## src/rtl/c2sif_responder.sv

```systemverilog
// c2sif responder: 4-phase req/ack target that replays each packet as word beats on a valid/ready bus.
// Optional per-beat bus timeout enabled by defining C2SIF_RESP_TIMEOUT_EN.
module c2sif_responder #(
  parameter int DATA_SIZE = 8,
  parameter int TIMEOUT   = 1024
) (
  input  logic                   clk,
  input  logic                   rst_n,
  input  logic                   c2s_req,
  input  logic [31:0]            c2s_id,
  input  logic [31:0]            c2s_fn,
  input  logic [31:0]            c2s_addr,
  input  logic [32*DATA_SIZE-1:0] c2s_data,
  output logic [31:0]            c2s_ret,
  output logic                   c2s_ack,
  output logic                   bus_req,
  output logic                   bus_we,
  output logic [31:0]            bus_addr,
  output logic [31:0]            bus_wdata,
  input  logic                   bus_ack,
  input  logic [31:0]            bus_rdata
);

  localparam int IW = (DATA_SIZE > 1) ? $clog2(DATA_SIZE) : 1;
  localparam logic [31:0] FN_WRITE1 = 32'd1;
  localparam logic [31:0] FN_READ1  = 32'd2;
  localparam logic [31:0] FN_WRITEN = 32'd3;

  typedef enum logic [1:0] {IDLE, EXEC, BUS, ACK} state_t;

  state_t          state_q, state_n;
  logic            sync1_q, req_s;
  logic [31:0]     fn_q, fn_n;
  logic [29:0]     addr_q, addr_n;
  logic [31:0]     data_q [DATA_SIZE];
  logic [31:0]     data_n [DATA_SIZE];
  logic [IW-1:0]   beat_q, beat_n, beat_inc;
  logic            ack_n, bus_req_n, bus_we_n;
  logic [31:0]     ret_n, bus_addr_n, bus_wdata_n;
  logic            last_beat, tmo_hit;
  logic            unused_bits;

  // id only identifies the packet to the initiator; addr[1:0] never reach the word bus
  assign unused_bits = ^{c2s_id, c2s_addr[1:0]};

  assign beat_inc  = beat_q + IW'(1);
  assign last_beat = (fn_q != FN_WRITEN) || (beat_q == IW'(DATA_SIZE - 1));

`ifdef C2SIF_RESP_TIMEOUT_EN
  localparam int TW = $clog2(TIMEOUT + 1);
  logic [TW-1:0] tmo_q, tmo_n;
  assign tmo_hit = !bus_ack && (tmo_q == TW'(TIMEOUT - 1));
`else
  localparam int unused_timeout = TIMEOUT;
  assign tmo_hit = 1'b0;
`endif

  always_ff @(posedge clk or negedge rst_n) begin
    if (!rst_n) state_q <= IDLE;
    else        state_q <= state_n;
  end

  always_comb begin
    state_n = state_q;
    case (state_q)
      IDLE: if (req_s) state_n = EXEC;
      EXEC: begin
        if (fn_q == FN_WRITE1 || fn_q == FN_READ1 || fn_q == FN_WRITEN) state_n = BUS;
        else state_n = ACK;
      end
      BUS:  if ((bus_ack && last_beat) || tmo_hit) state_n = ACK;
      ACK:  if (!req_s) state_n = IDLE;
      default: state_n = IDLE;
    endcase
  end

  // Next values for the registered outputs and latched packet; everything holds by default.
  always_comb begin
    fn_n        = fn_q;
    addr_n      = addr_q;
    data_n      = data_q;
    beat_n      = beat_q;
    ack_n       = c2s_ack;
    ret_n       = c2s_ret;
    bus_req_n   = bus_req;
    bus_we_n    = bus_we;
    bus_addr_n  = bus_addr;
    bus_wdata_n = bus_wdata;
`ifdef C2SIF_RESP_TIMEOUT_EN
    tmo_n       = tmo_q;
`endif
    case (state_q)
      IDLE: begin
        if (req_s) begin
          fn_n   = c2s_fn;
          addr_n = c2s_addr[31:2];
          beat_n = '0;
          for (int i = 0; i < DATA_SIZE; i++) data_n[i] = c2s_data[32*i +: 32];
        end
      end
      EXEC: begin
        case (fn_q)
          FN_WRITEN:                   ret_n = 32'(DATA_SIZE);
          32'd0, FN_WRITE1, FN_READ1:  ret_n = 32'd0;
          default:                     ret_n = 32'hFFFF_FFFF;
        endcase
        if (fn_q == FN_WRITE1 || fn_q == FN_READ1 || fn_q == FN_WRITEN) begin
          bus_req_n   = 1'b1;
          bus_we_n    = (fn_q != FN_READ1);
          bus_addr_n  = {addr_q, 2'b00};
          bus_wdata_n = data_q[0];
`ifdef C2SIF_RESP_TIMEOUT_EN
          tmo_n       = '0;
`endif
        end else begin
          ack_n = 1'b1;
        end
      end
      BUS: begin
        if (bus_ack) begin
          if (fn_q == FN_READ1) ret_n = bus_rdata;
          if (last_beat) begin
            bus_req_n = 1'b0;
            ack_n     = 1'b1;
          end else begin
            beat_n      = beat_inc;
            bus_addr_n  = {addr_q + 30'(beat_inc), 2'b00};
            bus_wdata_n = data_q[beat_inc];
`ifdef C2SIF_RESP_TIMEOUT_EN
            tmo_n       = '0;
`endif
          end
        end else if (tmo_hit) begin
          bus_req_n = 1'b0;
          ret_n     = 32'hFFFF_FFFE;
          ack_n     = 1'b1;
        end else begin
`ifdef C2SIF_RESP_TIMEOUT_EN
          tmo_n = tmo_q + TW'(1);
`endif
        end
      end
      ACK: if (!req_s) ack_n = 1'b0;
      default: ;
    endcase
  end

  always_ff @(posedge clk or negedge rst_n) begin
    if (!rst_n) begin
      sync1_q   <= 1'b0;
      req_s     <= 1'b0;
      fn_q      <= '0;
      addr_q    <= '0;
      beat_q    <= '0;
      c2s_ack   <= 1'b0;
      c2s_ret   <= '0;
      bus_req   <= 1'b0;
      bus_we    <= 1'b0;
      bus_addr  <= '0;
      bus_wdata <= '0;
      for (int i = 0; i < DATA_SIZE; i++) data_q[i] <= '0;
`ifdef C2SIF_RESP_TIMEOUT_EN
      tmo_q     <= '0;
`endif
    end else begin
      sync1_q   <= c2s_req;
      req_s     <= sync1_q;
      fn_q      <= fn_n;
      addr_q    <= addr_n;
      beat_q    <= beat_n;
      c2s_ack   <= ack_n;
      c2s_ret   <= ret_n;
      bus_req   <= bus_req_n;
      bus_we    <= bus_we_n;
      bus_addr  <= bus_addr_n;
      bus_wdata <= bus_wdata_n;
      data_q    <= data_n;
`ifdef C2SIF_RESP_TIMEOUT_EN
      tmo_q     <= tmo_n;
`endif
    end
  end

endmodule
```

## config.mk

```make
export PLATFORM = sky130hd
export DESIGN_NAME = c2sif_responder
export DESIGN_NICKNAME = d
export VERILOG_FILES = /design/src/rtl/c2sif_responder.sv
export SDC_FILE = /design/constraint.sdc
export NUM_CORES = 1
export LEC_CHECK = 0
export ABC_CLOCK_PERIOD_IN_PS = 3600
export CORE_ASPECT_RATIO = 1.4
export CORE_MARGIN = 5
export CORE_UTILIZATION = 50
export DETAILED_ROUTE_END_ITERATION = 10
export PLACE_DENSITY = 0.87
export REMOVE_ABC_BUFFERS = 1
export SYNTH_ARGS = -nofsm -noshare
export SYNTH_HDL_FRONTEND = slang
export SYNTH_SLANG_ARGS = --single-unit
export TNS_END_PERCENT = 1
```

## constraint.sdc

```tcl
create_clock -name clk -period 3.6 [get_ports clk]
set_clock_uncertainty 0.05 [all_clocks]
set_input_delay 0.36 -clock clk [delete_from_list [all_inputs] [get_ports clk]]
set_output_delay 0.36 -clock clk [all_outputs]
set_load 0.01 [all_outputs]
```

-- Word level (Yosys, flattened, before mapping)
Index checks and enable logic that the tools add are counted.
- bits in registers: 424
- latch bits: 0
- bits in writable memories: 0
- ROM bits: 0
- input port bits: 388
- output and inout bits: 99
- word-level logic and storage cells: 93
- memories: 0
- $add $sub $neg: 2
- $mul: 0
- div/mod/pow operators: 0
- magnitude comparators: 1
- equality and inequality tests: 18
- shift-type cells: 0
- multiplexer cells: 33
- bitwise logic cells: 1
- reductions and logical operators: 18
- operators with widths (operator ; count):
    32-bit two-way mux ; 10
    32-bit one-hot mux with 2 select lines ; 4
    32-bit binary-select mux with 3-bit select ; 1
    32-bit by 2-bit == test with 1-bit output, second input constant ; 2
    32-bit by 2-bit inequality test with 1-bit output, second input constant ; 2
    32-bit by 1-bit == test with 1-bit output, second input constant ; 1
    32-bit zero test ; 1
    30-bit by 3-bit adder with 30-bit output ; 1
    2-bit inequality test, second input constant ; 9
    4-bit AND reduction ; 3
    3-bit two-way mux ; 3
    1-bit two-way mux ; 8
    2-bit one-hot mux with 4 select lines ; 1
    2-bit two-way mux ; 3
    3-bit one-hot mux with 2 select lines ; 1
    3-bit AND reduction ; 2
    5-bit AND reduction ; 1
    2-bit == test, second input constant ; 2
    4-bit >= comparator, second input constant ; 1
    3-bit inverter with 4-bit output ; 1
    2-bit AND reduction ; 2
    2-bit nonzero test ; 2
    3-bit by 1-bit adder with 3-bit output, second input constant ; 1
    3-bit == test, second input constant ; 1
    8 further kinds ; 10

-- Depth between registers and ports, before layout
- word-level depth: 8
- depth in mapped cells: 12
- mapped depth without buffers: 9

-- Worst setup path after synthesis
No wires, ideal clock.
- path type: reg2reg
- start point: reg beat_q[1]
- end point: reg bus_addr[22]
- setup time: 0.127 ns
- data arrival time: 2.935 ns
- data required time: 3.423 ns
- setup slack: 0.487 ns
- cell stages (with the launch flop): 11
- path buffers: 2
- clock period less this slack: 3.113 ns
- cells stage by stage: dfrtp_1 > ha_1 > clkbuf_1 > clkbuf_1 > inv_1 > fa_1 > nor2b_1 > o2111ai_1 > nor4_1 > xor2_1 > mux2_1
- longest elaborated chain between the ends: 5
- elaborated cells between the ends (all ways): 9
- those cells by class: 2 x add/sub; 2 x eq/ne; 3 x mux; 2 x reduce/logical
- RTL lines (what ; RTL line ; text):
    from (decl) ; 37 ; logic [IW-1:0] beat_q, beat_n, beat_inc;
    from (signal assigned) ; 170 ; beat_q <= beat_n;
    3-bit by 1-bit adder with 3-bit output ; 46 ; assign beat_inc = beat_q + IW'(1);
    30-bit by 3-bit adder with 30-bit output ; 127 ; bus_addr_n = {addr_q + 30'(beat_inc), 2'b00};
    32-bit two-way mux ; 122 ; if (last_beat) begin
    32-bit two-way mux ; 120 ; if (bus_ack) begin
    32-bit one-hot mux with 2 select lines ; 92 ; case (state_q)
    to (signal assigned) ; 175 ; bus_addr <= bus_addr_n;
    to (decl) ; 18 ; output logic [31:0] bus_addr,
Parallel ways exist; a longest one is shown, timed or not. The select of a mux whose other input is x is not followed.
A chain may end at the register's enable or synchronous reset.

-- Worst setup path in the final report
- start point: reg beat_q[0]
- end point: reg bus_addr[31]
Same word-level chain as after synthesis.

==> results.tsv <==
stage	metric	value	unit
power	max-vdd-ir-drop	0.4637	mV
grt	grt_pass1_vias	13810	
logic_synthesis	synthFlopType	dfrtp_1	
setup_path	path_class	register to register	
flow_run	drv_cap	0	
setup_path	crit_path_max_fanout	7	
logic_synthesis	synthTopCellsByArea	dfrtp_1 (55%), mux2_1 (16%), mux4_2 (7.6%)	
logic_synthesis	yosysWarnings	0	
timing	fin_tns_setup	0	ns
logic_synthesis	seq_area_frac_synth	0.5542	
floorplan	start_util	0.5065	
route	dr.pass1.iters	4	
power	power_leakage	10.44	nW
grt	grt_max_degree	102	
floorplan	dieArea	42170	sq um
timing	setup_viol	0	
floorplan	die_h	241.0	microns
finish	drive_gt1_frac	0.1632	
logic_synthesis	synth_area	19060	sq um
timing	slew_violations	0	
logic_synthesis	synth_edf_count	0	
clocking	cts_max_level	2	
place	io_buffers	450	
floorplan	io-pin-count	487	
floorplan	core	37630	sq um
setup_path	crit_path_end_kind	register	
logic_synthesis	syn_area_per_cell	14.85	sq um
finish	final_area	25680	sq um
finish	nNetsFinal	2124	
finish	syn2layout_area_growth	34.75	%
route	post-route-drc-count	0	
timing	fin_crit	2.778	ns
timing	hold_viol	0	
floorplan	die_w	175.0	microns
clocking	worst_skew_pair.late_latency	0.54	ns
clocking	cts_resized	0	
run_status	status	finished, final reports clean	
grt	track_usage	0.2321	
grt	grt_pass1_wl	76880	microns
finish	post-route-util	0.6824	
logic_synthesis	synth_seq_cells	422	
timing	rsz0062_at_grt	no	
clocking	cts_buffer_depth	3	
place	detailed_place_hpwl	35430	microns
route	ant_nets	0	
timing	fin_ws	0.8217	ns
worst_hold_path	whs_path_depth	1	
worst_hold_path	min_to	sync1_q$_DFF_PN0_	
finish	layout_common_cells	clkdlybuf4s50_1 (449), dfrtp_1 (421), mux2_1 (266)	
place	routabilityCongestion	0.8748	
setup_path	ff2ff_setup_slack	0.82	ns
timing	max_freq	359.9	MHz
route	routed_via_density	5.575	
place	dp_slack	0.8349	ns
logic_synthesis	ys_async_sr_fraction	1.000	
logic_synthesis	synth_cells	1283	
setup_path	worstPathArrival	3.15	ns
clocking	cts-buffers-inserted	42	
clocking	clkTransAtPathRegs	0.06	ns
logic_synthesis	yosysTopAreaCell	dfrtp_1	
worst_hold_path	worstHoldPathType	input pin to register	
route	post_drt_wl_per_cell	22.12	microns
setup_path	startpoint_type	register	
setup_path	worst-endpoint-required	3.97	ns
logic_synthesis	post_synth_num_cell_types	53	
clocking	cts_tree	yes	
logic_synthesis	yosysTopAreaCellShare	0.5542	
setup_path	crit_start	beat_q[0]$_DFFE_PN0P_	
route	drt_wl_total	49500	microns
clocking	ctsHoldBuffers	1	
finish	final_common_cell	clkdlybuf4s50_1	
setup_path	reg2reg_to	bus_addr[31]$_DFFE_PN0P_	
power	p_per_area	810.2	nW/um^2
clocking	cts_sinks	422	
setup_path	r2r-start	beat_q[0]$_DFFE_PN0P_	
worst_hold_path	min-delay-start	c2s_req	
grt	overflow	0	
setup_path	r2r_cells	8	
route	vias	12480	
clocking	postCtsSetupBuffers	0	
timing	fin_crit_sh	0.7717	
timing	worst_pin_slew	0.9133	ns
route	detail_route.iter0.violations	603	
grt	antenna_found_initial	9	
clocking	clockRootBuffer	clkbuf_16	
timing	max_slew_margin	0.3912	
power	finalPower	20.80	mW
place	place_area	24200	sq um
floorplan	row_count	84	
## where the power goes
group	leakage, nW	switching, mW	internal [mW]
Combinational	4.89	3.27	4.58
Sequential	4.83	1.37	7.02
Clock	0.720	1.83	2.75
Total	10.4	6.46	14.3
## cell families (layout without fill, tap and decap cells)
logic type | after synthesis | in the layout | synth area share
and+or+nand+nor | 147 | 147 | 0.03651
muxes | 481 | 481 | 0.3285
AOI/OAI and AO/OA | 96 | 96 | 0.03782
adders and majority gates | 10 | 10 | 0.006960
buffers and inverters | 99 | 574 | 0.02344
other | 1 | 8 | 0.0001968
DFF | 422 | 422 | 0.5542
xor gates and xnor gates | 27 | 27 | 0.01241
## final cells by class
cell class / instances / area [sq um]
flip-flops and latches: 422 / 10560
fillers: 2481 / 11950
diodes: 6 / 15.01
clock buffers: 68 / 1333
multi-input cells: 763 / 8095
inverters: 16 / 60.06
clock inverters: 9 / 123.9
well taps: 473 / 591.8
repair buffers: 481 / 4895
## synth_stat cells, drive strengths merged (2+ instances only)
library cell,number
xnor2,14
nor4,12
mux2i,37
ha,9
buf,36
o221ai,2
clkbuf,47
mux4,64
and4,5
and3,2
nand2,44
o31a,2
mux2,380
a211o,3
a2bb2oi,32
inv,16
nor2,46
nor2b,3
xor2,13
a211oi,4
a21oi,36
nand4,7
a21o,2
dfrtp,422
o31ai,3
nor3,11
nand3,10
nand2b,3
a32o,2
## worst max-delay path by stage
stage	to	slack (ns)	cells past startpoint
5_1_grt	bus_addr[25]$_DFFE_PN0P_	0.62	8
2_1_floorplan	addr_q[0]$_DFFE_PN0P_	-5.17	4
4_1_cts	bus_addr[25]$_DFFE_PN0P_	0.81	8
3_3_place_gp	bus_addr[31]$_DFFE_PN0P_	0.85	8
6_report	bus_addr[31]$_DFFE_PN0P_	0.82	8
3_5_place_dp	bus_addr[25]$_DFFE_PN0P_	0.83	8
## flip-flops by register name, summed over array words and instances (netlist names), 2 cells and up
register / count
data_q: 256
bus_addr: 30
fn_q: 32
c2s_ret: 32
beat_q: 3
bus_wdata: 32
addr_q: 30
state_q: 2
## worst max-delay path: stages (launching register included)
cell     delay [ns]
dfrtp_4        0.50
ha_4           0.16
ha_2           0.26
ha_1           0.34
o211a_2        0.22
nand4_1        0.37
nor4_1         0.37
xor2_1         0.11
mux2_4         0.28
## routing by layer
layer  up-vias  GRT usage  part of all wire  routed length [microns]
li1       5595          -                 -                        -
met1      6340     0.2582              0.36                    17650
met2       413     0.4195              0.53                    26390
met3       123    0.06252             0.066                     3271
met4         6     0.1022             0.043                     2148
met5         -          0           0.00069                       34
## stage by stage
| step | hold WS (ns) | std cells |
|---|---|---|
| 5_1_grt | 0.2192 | 2238 |
| 3_5_place_dp | 0.2858 | 2154 |
| 6_report | 0.2292 | 2238 |
| 3_3_place_gp | 0.2866 | 2154 |
| 4_1_cts | 0.1955 | 2232 |
| 2_1_floorplan | 0.01441 | 1201 |
Note: power is estimated with default switching activity, not from simulation.
==> edit 1 (config.mk and constraints unchanged) <==
The option `C2SIF_RESP_TIMEOUT_EN` is turned on by a define.
--- a/src/rtl/c2sif_responder.sv
+++ b/src/rtl/c2sif_responder.sv
@@ -1,4 +1,6 @@
 // c2sif responder: 4-phase req/ack target that replays each packet as word beats on a valid/ready bus.
 // Optional per-beat bus timeout enabled by defining C2SIF_RESP_TIMEOUT_EN.
+`define C2SIF_RESP_TIMEOUT_EN
+
 module c2sif_responder #(
   parameter int DATA_SIZE = 8,
Function: no difference found for any inputs over 4 cycles, from zero or initial values and one cycle with rst_n low; that may be too few to reach the edited logic, so the function may still have changed.
==> edit 1 against the unedited design <==
  * Wire length is 6.7% higher
  * Cell area is 2.1% higher
  * Critical endpoint is now bus_addr[27]$_DFFE_PN0P_
  * Area after synthesis is 3.1% higher
  * Largest power group unchanged
  * Setup slack worse by 220 ps
  * Sequential share of layout area is 0.21 points higher
  * Die area is 3.0% higher
  * Sequential cell count is 11 higher
  * Highest routed layer unchanged
  * Clock power is 5.3% lower
  * Total power is 4.6% lower
  * Critical path type unchanged
==> edit 1: results (changes against the unedited design) <==
Synth
  – Syn. warnings: 0 (unchanged)
  – Synth top cells by count: dfrtp_1 (433), mux2_2 (320), o21ai_0 (122)
  – Sequential area share after synthesis: 55.13% (-0.29 points)
  – Area contributors post-synth: dfrtp_1 (55%), mux2_2 (18%), mux4_2 (7.3%)
  – Distinct cells, synth: 64 (+21%)
  – Syn Area/Cell: 13.50 um2 (-9.1%)

GRT
  – First-pass GRT wire length: 82.10 mm (+6.8%)
  – Antenna violations before repair: 14 (+5)
  – GR Util All Layers: 24.01% (+0.80 points)
  – Number of global-route vias before repair: 15.05k (+9.0%)
  – Largest net degree at the start of global routing: 88 (-14%)

Placement
  – IO buf count: 450 (unchanged)
  – Dpl ws: 618.7 ps (-216.2 ps)
  – Placed Instances: 2376 (+10%)
  – Gpl congestion: 0.8628 (-1.4%)
  – Dpl hpwl: 38.35 mm (+8.3%)
  – Placement Cell Area: 24830 um2 (+2.6%)

Worst setup path
  – Slowest cell on crit path: or4_1
  – Critical Path Fanout Max: 13 (+6)
  – Cell family with most CP delay: simple AND/OR/NAND/NOR gates
  – Worst path max stage delay: 640 ps (+140 ps)
  – Class of the most critical setup path: flop to flop
  – Arrival time worst endpoint: 3410 ps (+260 ps)

Clocking
  – Postcts setup bufs: 0 (unchanged)
  – Hold_buf cts: 1 (unchanged)
  – Clock Latency Late Sink: 540 ps (about the same)
  – H-tree depth: 2 (unchanged)
  – Root buf cell: clkbuf_16
  – Num CTS Buffers: 42 (unchanged)
  – CTS resizes: 0 (unchanged)

Layout
  – Largest register FFs: 256 (unchanged)
  – Post-layout nets: 2292 (+7.9%)
  – Fin cells: 2465 (+10%)
  – Share of cells above drive strength 1: 26.09% (+9.8 points)

Detailed routing
  – Drt via density: 5.561 (-0.26%)
  – Total iterations of the first detailed-routing run: 4 (unchanged)
  – Final WL: 52.83 mm (+6.7%)
  – Iter 0 DRT Violations: 672 (+11%)

Power
  – Switching share of power: 30.93% (-0.12 points)
  – Peak VDD IR: 0.0005132 V (+11%)
  – Static leakage: 0.01073 uW (+2.7%)

STA
  – Worst-Margin Slew: 994.1 ps (+80.83 ps)

Outcome
  – Outcome: completed

Worst hold path
  – Worst hold path type: input pin to flop
edit 1: worst paths after layout:
check	end	slack, ps	cells past startpoint
worst max-delay path	bus_addr[27]$_DFFE_PN0P_	600	9
worst min-delay path	sync1_q$_DFF_PN0_	220	1
worst max register to register	bus_addr[27]$_DFFE_PN0P_	600	9
worst min register to register	req_s$_DFF_PN0_	300	0
max in group asynchronous	fn_q[12]$_DFFE_PN0P_	2080	3
min in group asynchronous	data_q[123]$_DFFE_PN0P_	340	2
edit 1: metal layers:
layer  up-vias  share of wire, %  global-route usage (%)
met1      6858                34                   25.58
met3       142               8.1                   6.819
met5         -             0.025                       0
met2       536                53                   43.30
li1       6169                 -                       -
met4         2               4.8                   11.56
edit 1: worst register-to-register path, stage by stage (launching register included):
cell	delay [ps]
dfrtp_4	500
ha_4	170
ha_2	270
ha_1	330
inv_1	50
o21ai_1	120
buf_4	170
nand4_1	430
or4_1	650
a31oi_1	180
edit 1: logic make-up after synthesis:
logic type,count (synthesis),share of synthesized area [%]
flops,433,55.13
simple gates,217,5.455
buf+inv,144,3.055
xor+xnor,22,0.9803
other cells,1,0.01908
compound gates,175,5.437
mux,453,29.19
fa+ha+maj,11,0.7384
edit 1: final cells by class:
type,count,area (um2)
inverters,48,180.2
multi-input cells,880,8259
fillers,2722,12960
well taps,528,660.6
flip-flops and latches,433,10840
diodes,13,32.53
repair buffers,488,4897
clock inverters,11,116.4
clock buffers,64,1225
edit 1: power groups by stage:
| stage | clock, uW | combinational, uW | sequential [uW] |
|---|---|---|---|
| final | 4330 | 7350 | 8160 |
| after global routing | 4610 | 7990 | 8380 |
| after CTS | 4420 | 7430 | 8140 |
| after detailed placement | 0 | 7360 | 8210 |
| after global placement | 0 | 7070 | 8020 |
| after floorplan | 0 | 5680 | 7910 |
==> edit 2 (config.mk and constraints unchanged) <==
Made on the original files. Re-encode `state_t` (4 states) as one-hot, 4 bits wide.
--- a/src/rtl/c2sif_responder.sv
+++ b/src/rtl/c2sif_responder.sv
@@ -27,5 +27,5 @@
   localparam logic [31:0] FN_WRITEN = 32'd3;
 
-  typedef enum logic [1:0] {IDLE, EXEC, BUS, ACK} state_t;
+  typedef enum logic [3:0] {IDLE = 4'b0001, EXEC = 4'b0010, BUS = 4'b0100, ACK = 4'b1000} state_t;
 
   state_t          state_q, state_n;
Check against the original RTL: no difference found for any inputs over 4 cycles, from zero or initial values and one cycle with rst_n low; so few cycles prove little.
==> edit 2 against the unedited design <==
  * Sequential cell count rose by 2
  * Setup slack worse by 330 ps
  * Synthesized cell count is 57% higher
  * Utilization decreased by 0.78 points
  * Area after synthesis grew 0.13%
  * Largest power group unchanged
  * Wire length increased by 9.6%
  * Cell area decreased by 1.1%
  * Non-clock buffer count shrank 3
  * Hold slack worse by 12 ps
  * Total power decreased by 17%
==> edit 2: results (changes against the unedited design) <==
Outcome
  – Outcome: completed

Layout
  – Multi-input gates: 1456 (+91%)
  – Register share of the cell area: 41.82% (+0.68 points)
  – Bufs w/o clock: 478 (-0.62%)
  – Final Instance Area: 25380 um2 (-1.1%)
  – Clock-cell share of area: 5.146% (-0.53 points)
  – Number of diodes: 13 (+7)
  – Nonclk inv count: 13 (-3)
  – Share of cells above drive strength 1: 8.354% (-8.0 points)
  – Layout fillers: 2715 (+9.4%)
  – Multi-input gate area: 7973 um2 (-1.5%)
  – CLK BUF: 57 (-16%)
  – Post-layout nets: 2808 (+32%)
  – Non-clock buffer share: 18.95% (-0.12 points)

STA
  – Worst-Margin Slew: 1141 ps (+228.2 ps)
  – Max-slew violations: 0 (unchanged)

Detailed routing
  – Via Count: 16.00k (+28%)
  – Avg WL per Cell: 18.53 um (-16%)
  – Total iterations of the first detailed-routing run: 5 (+1)

Synth
  – Distinct cells, synth: 58 (+9.4%)
  – Synth top cells by count: nand2_1 (1031), dfrtp_1 (423), clkbuf_1 (93)
  – Mux cell area share after synthesis: 13.01% (-20 points)
  – Post-synthesis xor/xnor area fraction: 0.9180% (-0.32 points)
  – Synth Area in Compound Gates: 3.285% (-0.50 points)
  – Sequential area share after synthesis: 55.61% (+0.20 points)

Power
  – Peak VDD IR: 0.0004577 V (-1.3%)

GRT
  – First-pass GRT wire length: 86.33 mm (+12%)
  – Number of global-route vias before repair: 17.08k (+24%)
  – GR Util All Layers: 25.45% (+2.2 points)
  – Antenna violations before repair: 14 (+5)

Clocking
  – Hold_buf cts: 1 (unchanged)
  – CTS sink count: 424 (+0.47%)
  – Root buf cell: clkbuf_16
  – Num CTS Buffers: 41 (-2.4%)

Worst setup path
  – Cell family with most CP delay: simple AND/OR/NAND/NOR gates
  – Arrival time worst endpoint: 3500 ps (+350 ps)
  – Critical Path Fanout Max: 16 (+9)

Placement
  – Gpl congestion: 0.8504 (-2.8%)
==> edit 2: through the flow <==
stage	cells	power [uW]	worst slack, ps
after detailed placement	2843	13120	568.2
after floorplan	1893	11300	-8106
after global routing	2927	18530	309.5
after CTS	2915	17460	507.3
final	2928	17350	495.0
after global placement	2843	12660	653.4
==> edit 2: worst paths after layout <==
check                                                end  slack, ps  cells after the start
max in group asynchronous        data_q[232]$_DFFE_PN0P_       2140                      3
worst max-delay path            bus_addr[27]$_DFFE_PN0P_        500                      8
worst min register to register           req_s$_DFF_PN0_        300                      0
worst max register to register  bus_addr[27]$_DFFE_PN0P_        500                      8
worst min-delay path                   sync1_q$_DFF_PN0_        220                      1
min in group asynchronous       bus_addr[31]$_DFFE_PN0P_        360                      2
==> edit 2: logic make-up (layout without fill, tap and decap cells) <==
| logic type | after synthesis | after routing |
|---|---|---|
| xor+xnor | 20 | 20 |
| simple gates | 1163 | 1163 |
| mux | 160 | 160 |
| buf+inv | 135 | 562 |
| flops | 424 | 424 |
| other cells | 1 | 15 |
| compound gates | 105 | 105 |
| fa+ha+maj | 6 | 6 |
==> edit 2: power groups by stage <==
| stage | sequential [uW] | clock (uW) | combinational (uW) |
|---|---|---|---|
| 2_1_floorplan | 7660 | 0 | 3640 |
| 3_3_place_gp | 7770 | 0 | 4890 |
| 3_5_place_dp | 7970 | 0 | 5150 |
| 4_1_cts | 7910 | 4300 | 5250 |
| 5_1_grt | 8160 | 4500 | 5870 |
| 6_report | 7930 | 4220 | 5190 |
==> edit 2: metal layers <==
layer	vias to the layer above	global-route usage [%]	share of wire, %
li1	7320	-	-
met5	-	0	0.024
met4	2	14.55	5.8
met1	7791	29.76	36
met3	199	4.105	5.8
met2	683	44.72	52
